==> src/rtl/instr_fetch.sv <==
// Instruction fetch stage: owns the PC, fetches words over a req/ack handshake
// and holds the returned instruction for decode until the datapath consumes it.
module instr_fetch #(
    parameter logic [31:0] RESET_PC = 32'h0000_0000
) (
    input  logic        clk,
    input  logic        rst_n,
    output logic        imem_req,
    output logic [31:0] imem_addr,
    input  logic        imem_ack,
    input  logic [31:0] imem_rdata,
    input  logic        stall,
    input  logic        branch_taken,
    input  logic [31:0] branch_target,
    input  logic        jump,
    input  logic [31:0] jump_target,
    output logic [31:0] instr,
    output logic [5:0]  opcode,
    output logic        instr_valid,
    output logic [31:0] pc,
    output logic [31:0] pc_plus4
);

    localparam logic [1:0] IDLE  = 2'd0;
    localparam logic [1:0] FETCH = 2'd1;
    localparam logic [1:0] VALID = 2'd2;

    logic [1:0]  state;
    logic [31:0] next_pc;

    assign pc_plus4    = pc + 32'd4;
    assign imem_req    = (state == FETCH);
    assign instr_valid = (state == VALID);
    assign imem_addr   = pc;
    assign opcode      = instr[31:26];

    // Jump wins over branch; redirect targets are word-aligned by dropping bits [1:0].
    always_comb begin
        next_pc = pc_plus4;
        if (jump) begin
            next_pc = {jump_target[31:2], 2'b00};
        end else if (branch_taken) begin
            next_pc = {branch_target[31:2], 2'b00};
        end
    end

    always_ff @(posedge clk) begin
        if (!rst_n) begin
            state <= IDLE;
            pc    <= {RESET_PC[31:2], 2'b00};
            instr <= '0;
        end else begin
            case (state)
                IDLE: begin
                    state <= FETCH;
                end
                FETCH: begin
                    if (imem_ack) begin
                        instr <= imem_rdata;
                        state <= VALID;
                    end
                end
                VALID: begin
                    if (!stall) begin
                        pc    <= next_pc;
                        state <= FETCH;
                    end
                end
                default: begin
                    state <= IDLE;
                end
            endcase
        end
    end

endmodule

==> config.mk <==
export PLATFORM = sky130hd
export DESIGN_NAME = instr_fetch
export DESIGN_NICKNAME = d
export VERILOG_FILES = /design/src/rtl/instr_fetch.sv
export SDC_FILE = /design/constraint.sdc
export NUM_CORES = 1
export LEC_CHECK = 0
export BUFFER_PORTS_ARGS = -buffer_cell sky130_fd_sc_hd__buf_2
export CAP_MARGIN = 20
export CORE_ASPECT_RATIO = 0.5
export CORE_MARGIN = 2
export CORE_UTILIZATION = 45
export CTS_BUF_LIST = sky130_fd_sc_hd__clkbuf_4
export DETAILED_ROUTE_END_ITERATION = 6
export PLACE_DENSITY = 0.91
export REMOVE_ABC_BUFFERS = 1
export SKIP_CTS_REPAIR_TIMING = 1
export SYNTH_ARGS = -nofsm -noshare
export SYNTH_HDL_FRONTEND = slang
export SYNTH_SLANG_ARGS = --single-unit
==> constraint.sdc <==
create_clock -name clk -period 3.85 [get_ports clk]
set_input_delay 0.77 -clock clk [delete_from_list [all_inputs] [get_ports clk]]
set_output_delay 0.77 -clock clk [all_outputs]
set_load 0.005 [all_outputs]
==> qor.txt, run 1 <==
Status: finished clean
Core Area: 8860 sq um
Most used DFF post-synth: dfxtp_1
Fraction of layout instances using a drive strength above 1: 37.8%
DR iter-0 viols: 251
Post-Route WL: 12,700 um
Top-count cell post-synth: nand2_1
RSZ-0062 raised after global routing: no
Wire per inst: 15.3 um
Max FO, Critical Path: 10
Fmax: 295 MHz
Met2 routed WL: 6110 um
R2R cell count: 6
Flip-flop and latch area: 1280 sq um
Clk root buf: clkbuf_4
Critical Path Source: imem_addr[2]
TritonCTS clock tree: done
Worst IR Drop VDD: 0.163 mV
Final setup viols: 0
Period minus WS final: 3.39 ns
Crit. End Element: output port
Post-Syn Instances: 540
Hold Violations, Final: 0
Mapped Avg Cell Area: 7.74 sq um
Drt via density: 5.49
Fillers: 817
Die footprint: 10,100 sq um
First-pass GRT wire length: 19,600 um
Post-Layout Cell Count: 832
Metal-1 WL: 5420 um
Startpoint Class: register
Worst Max-Slew Pin Slew: 0.722 ns
First drt pass iteration count: 6
Dominant cell type by area after synthesis: dfxtp_1
Largest net degree at the start of global routing: 44
WS Path Type: reg2out
Synthesis Warnings: 0
Synth area leaders: dfxtp_1, nand2_1, buf_4, a21boi_0, xnor2_1
Distinct cells, synth: 65
CTS H-Tree Depth: 3
IO Count: 238
Die Span X: 140 um
Reg-to-reg startpoint: imem_addr[2]
Total track usage: 23.9%
Max transition margin: 51.4%
Clock buffer count from CTS: 9
Sink Count: 64
Worst Path Required: 3.08 ns
Max_cap viols: 0
Top Layer Used: met4
Multi-input gate area: 2350 sq um
Leakage: 2.47 nW
Clock-pin slew on the worst setup and hold paths: 0.12 ns
Arr. time, crit path: 2.62 ns
IO buf count: 227
Final Wtd Congestion: 0.924
Vias in the first global route: 3,947
Vias: 4,569
Setup TNS: 0 ns
Worst skew pair latency: 0.42 ns
Max-slew violations: 0
Post-route ant nets: 0
Skew final: 0.0151 ns
DRC: 0
Grt total ovfl: 0
DR WL met3: 975 um
Layout Nets: 813
Core Rows: 24
Worst hold slack: 0.466 ns
Post-synthesis sequential area ratio: 30.6%
Post-synth top cells: nand2_1, dfxtp_1, buf_4
Die Span Y: 72.2 um
Area share of the largest cell type after synthesis: 30.6%
Tcrit/Tclk final: 88.1%
Post-synth EDFFs: 0
Placed instance count: 815
Worst Hold Class: reg2reg
Starting Density: 47.2%
Synthesized area: 4180 sq um
Reg-to-reg setup timing slack: 1.52 ns
Pwr/cell area: 272 nW/um^2
CTS max path bufs: 2
Area delta synth->final: 23.4%
HPWL after DPL: 9460 um
Hold depth: 2
Register bit count reported by yosys: 64
Antenna violations before repair: 0
Post-synth ARST share: 0%
Hold path start: instr[18]
N_diodes: 0
sequential cells by signal, indices dropped and copies added (netlist names):
register   flops
imem_addr     30
instr         32
state          2
critical path, stage by stage, from the launching register on:
cell and delay, ns:
dfxtp_1 0.54, ha_1 0.31, and3_1 0.24, nand3_1 0.14
nor4b_1 0.65, xor2_1 0.19, buf_2 0.13
through the flow:
stage / instance area, sq um / utilization (%) / setup WS (ns) / power (mW)
global placement: 5000 / 56.4 / 1.01 / 0.940
finish: 5160 / 58.2 / 0.458 / 1.40
detailed placement: 5000 / 56.5 / 0.983 / 0.949
floorplan: 3650 / - / 1.26 / 0.812
CTS: 5140 / 58.1 / 0.474 / 1.41
global route: 5160 / 58.2 / 0.282 / 1.47
routing by layer:
| metal | vias to the layer above | global-route usage (%) |
|---|---|---|
| met1 | 2113 | 29.5 |
| met2 | 214 | 41.6 |
| li1 | 2214 | - |
| met3 | 28 | 5.74 |
| met5 | - | 0 |
| met4 | 0 | 8.19 |
power by group:
part	leakage (nW)	internal [mW]	total (mW)	switching [mW]
Combinational	1.88	0.109	0.227	0.118
Clock	0.0700	0.197	0.463	0.266
Sequential	0.520	0.686	0.711	0.0253
Total	2.47	0.992	1.40	0.409
cell families after synthesis:
group | count (synthesis) | share of synthesized area, %
buffers and inverters | 90 | 13.8
other | 1 | 0.0897
xor gates and xnor gates | 27 | 5.66
adders and majority gates | 1 | 0.299
DFF | 64 | 30.6
muxes | 4 | 0.958
AOI/OAI and AO/OA | 142 | 23.8
and+or+nand+nor | 211 | 24.8
final timing paths:
| kind | endpoint |
|---|---|
| setup / recovery | pc_plus4[26] |
| hold / removal | instr[18] |
| setup reg to reg | imem_addr[26] |
| hold reg to reg | instr[18] |
layout make-up:
type	count	share of cell area, %
clock buffer	9	1.31
multi-input combinational	391	45.6
inverter	8	0.582
clock inverter	7	1.38
timing repair buffer	236	23.5
sequential	64	24.8
tap	117	2.84
placed cells by master, fill, tap and decap left out, types with 6 or more instances in the layout:
| master | Yosys | final |
|---|---|---|
| conb_1 | 1 | 6 |
| nand2_1 | 102 | 102 |
| clkbuf_4 | 0 | 9 |
| o211ai_1 | 9 | 9 |
| inv_1 | 8 | 8 |
| xor2_1 | 8 | 8 |
| a21oi_1 | 24 | 24 |
| a21boi_0 | 35 | 35 |
| nand3_1 | 19 | 19 |
| o21ai_0 | 22 | 22 |
| nand4_1 | 11 | 11 |
| buf_2 | 3 | 227 |
| dfxtp_1 | 64 | 64 |
| nor3_1 | 6 | 6 |
| buf_4 | 44 | 8 |
| a22o_1 | 6 | 6 |
| xnor2_1 | 19 | 19 |
| nor2_1 | 30 | 29 |
| a22oi_1 | 6 | 6 |
Note: power is estimated with default switching activity, not from simulation.
==> inputs of run 2 (changes only) <==
--- a/config.mk
+++ b/config.mk
@@ -13,7 +13,6 @@
 export CTS_BUF_LIST = sky130_fd_sc_hd__clkbuf_4
 export DETAILED_ROUTE_END_ITERATION = 6
 export PLACE_DENSITY = 0.91
-export REMOVE_ABC_BUFFERS = 1
 export SKIP_CTS_REPAIR_TIMING = 1
 export SYNTH_ARGS = -nofsm -noshare
 export SYNTH_HDL_FRONTEND = slang
==> run 2 against run 1 <==
Net effect:
- total power fell by 5.9%
- setup slack better by 0.099 ns
- count of clock-buffer cells in the layout grew 2
- global-route usage is 0.95 points higher
- hold slack better by 0.0016 ns
- combinational power down 3%
- highest routed layer unchanged
- largest cell class unchanged
- cell area decreased by 1.5%
- cell count shrank 0.60%
- critical path type unchanged
- non-clock buffer count down 5
==> qor.txt, run 2 (synthesized netlist as in run 1, its figures left out) <==
Tcrit/Tclk final: 85.5% (was 88.1%)
Die Span X: 140 um (unchanged)
Critical Path Source: imem_addr[6] (was imem_addr[2])
WS Path Type: reg2out (unchanged)
Largest delay share family, worst path: simple AND/OR/NAND/NOR gates (unchanged)
Multi-input gate area: 2350 sq um (unchanged)
Placed instance count: 811 (was 815)
Most common cell after layout, fill and taps aside: buf_2 (unchanged)
Sink Count: 64 (unchanged)
Max transition margin: 51.4% (about the same)
Vias: 4,614 (was 4,569)
Status: finished clean (unchanged)
Max-slew violations: 0 (unchanged)
Worst Hold Class: reg2reg (unchanged)
Drt via density: 5.58 (was 5.49)
DR iter-0 viols: 402 (was 251)
CTS max path bufs: 2 (unchanged)
Post-Layout Cell Count: 827 (was 832)
IO buf count: 227 (unchanged)
Max_cap viols: 0 (unchanged)
Fillers: 847 (was 817)
Wire per inst: 15.5 um (was 15.3 um)
Pwr/cell area: 260 nW/um^2 (was 272 nW/um^2)
Clk root buf: clkbuf_4 (unchanged)
Period minus WS final: 3.29 ns (was 3.39 ns)
First drt pass iteration count: 6 (unchanged)
DRC: 0 (unchanged)
Worst Max-Slew Pin Slew: 0.719 ns (was 0.722 ns)
Antenna violations before repair: 0 (unchanged)
TritonCTS clock tree: done (unchanged)
Clock buffer count from CTS: 9 (unchanged)
Final Util: 57.4% (was 58.2%)
IO Count: 238 (unchanged)
CP max stage delay: 0.68 ns (was 0.65 ns)
Core Rows: 24 (unchanged)
Buf/Inv on CP: 1 (unchanged)
RSZ-0062 raised after global routing: no (unchanged)
Layout Nets: 808 (was 813)
Grt total ovfl: 0 (unchanged)
Fraction of layout instances using a drive strength above 1: 37.3% (was 37.8%)
Crit path cell chain: and4_4 -> nand2_1 -> nor4b_1 -> nand2_1 -> xnor2_1 -> buf_2 (was ha_1 -> and3_1 -> nand3_1 -> nor4b_1 -> xor2_1 -> buf_2)
Crit. End Element: output port (unchanged)
Worst skew pair latency: 0.43 ns (was 0.42 ns)
Largest net degree at the start of global routing: 70 (was 44)
Placed standard-cell area: 4970 sq um (was 5000 sq um)
Critical path's slowest cell: nor4b_1 (unchanged)
Starting Density: 47.2% (unchanged)
Die footprint: 10,100 sq um (unchanged)
Final setup viols: 0 (unchanged)
Total track usage: 24.8% (was 23.9%)
Fmax: 304 MHz (was 295 MHz)
Worst hold slack: 0.468 ns (was 0.466 ns)
N_diodes: 0 (unchanged)
Skew final: 0.0204 ns (was 0.0151 ns)
Core Area: 8860 sq um (unchanged)
CTS H-Tree Depth: 3 (unchanged)
HPWL after DPL: 9330 um (was 9460 um)
Final instance area: 5080 sq um (was 5160 sq um)
Die Span Y: 72.2 um (unchanged)
Vias in the first global route: 4,257 (was 3,947)
Clock-pin slew on the worst setup and hold paths: 0.10 ns (was 0.12 ns)
Startpoint Class: register (unchanged)
Setup TNS: 0 ns (unchanged)
Leakage: 2.44 nW (was 2.47 nW)
Reg-to-reg startpoint: state[1] (was imem_addr[2])
First-pass GRT wire length: 20,200 um (was 19,600 um)
Most frequent cells in the layout: buf_2, nand2_1, dfxtp_1 (unchanged)
Hold Violations, Final: 0 (unchanged)
Final Wtd Congestion: 0.915 (was 0.924)
Largest register by flop count: instr (unchanged)
Hold path start: instr[25] (was instr[18])
Max reg flops: 32 (unchanged)
Arr. time, crit path: 2.52 ns (was 2.62 ns)
Post-route ant nets: 0 (unchanged)
Worst IR Drop VDD: 0.161 mV (was 0.163 mV)
Flip-flop and latch area: 1280 sq um (unchanged)
Area delta synth->final: 21.5% (was 23.4%)
Crit path top cell by count: nand2_1
Max FO, Critical Path: 10 (unchanged)
Worst Path Required: 3.08 ns (about the same)
Post-Route WL: 12,800 um (was 12,700 um)
run 2: cell types whose count changed in the layout (fill, tap and decap cells not counted), sizes merged:
cell and delta:
inv -1, clkbuf +2, bufinv -1, clkinvlp -2, buf -5, clkinv +2
run 2: worst min-delay path: stages, from the launching register on:
cell      delay, ns
dfxtp_1        0.32
nand2_1        0.04
a21boi_0       0.06
run 2: per-stage QoR:
step	total power, mW	worst slack (ns)
after floorplan	0.852	1.35
after global placement	0.938	1.05
after detailed placement	0.945	1.04
after CTS	1.33	0.556
after global routing	1.38	0.359
final	1.32	0.556
run 2: cell type report:
cell class,instances,share of cell area [%]
Inverter,8,0.591
Timing Repair Buffer,231,23.0
Clock inverter,5,0.468
Sequential cell,64,25.2
Clock buffer,11,1.63
Multi-Input combinational cell,391,46.3
Tap cell,117,2.88
run 2: worst paths after layout:
| path | to | slack (ns) | cells after the start |
|---|---|---|---|
| worst min register to register | instr[25] | 0.47 | 2 |
| worst max register to register | imem_addr[16] | 1.59 | 5 |
| worst min-delay path | instr[25] | 0.47 | 2 |
| worst max-delay path | pc_plus4[27] | 0.56 | 6 |
run 2: power by group:
group          internal, mW  switching [mW]  total (mW)
Combinational         0.105           0.116       0.221
Sequential            0.686          0.0250       0.711
Clock                 0.141           0.247       0.387
Total                 0.932           0.387        1.32
run 2: layer usage:
| metal | routed length, um | part of all wire [%] | GRT usage (%) |
|---|---|---|---|
| met2 | 6260 | 49 | 43.5 |
| met3 | 1050 | 8.2 | 6.07 |
| met5 | 0 | 0 | 0 |
| met4 | 353 | 2.8 | 10.7 |
| met1 | 5130 | 40 | 29.7 |
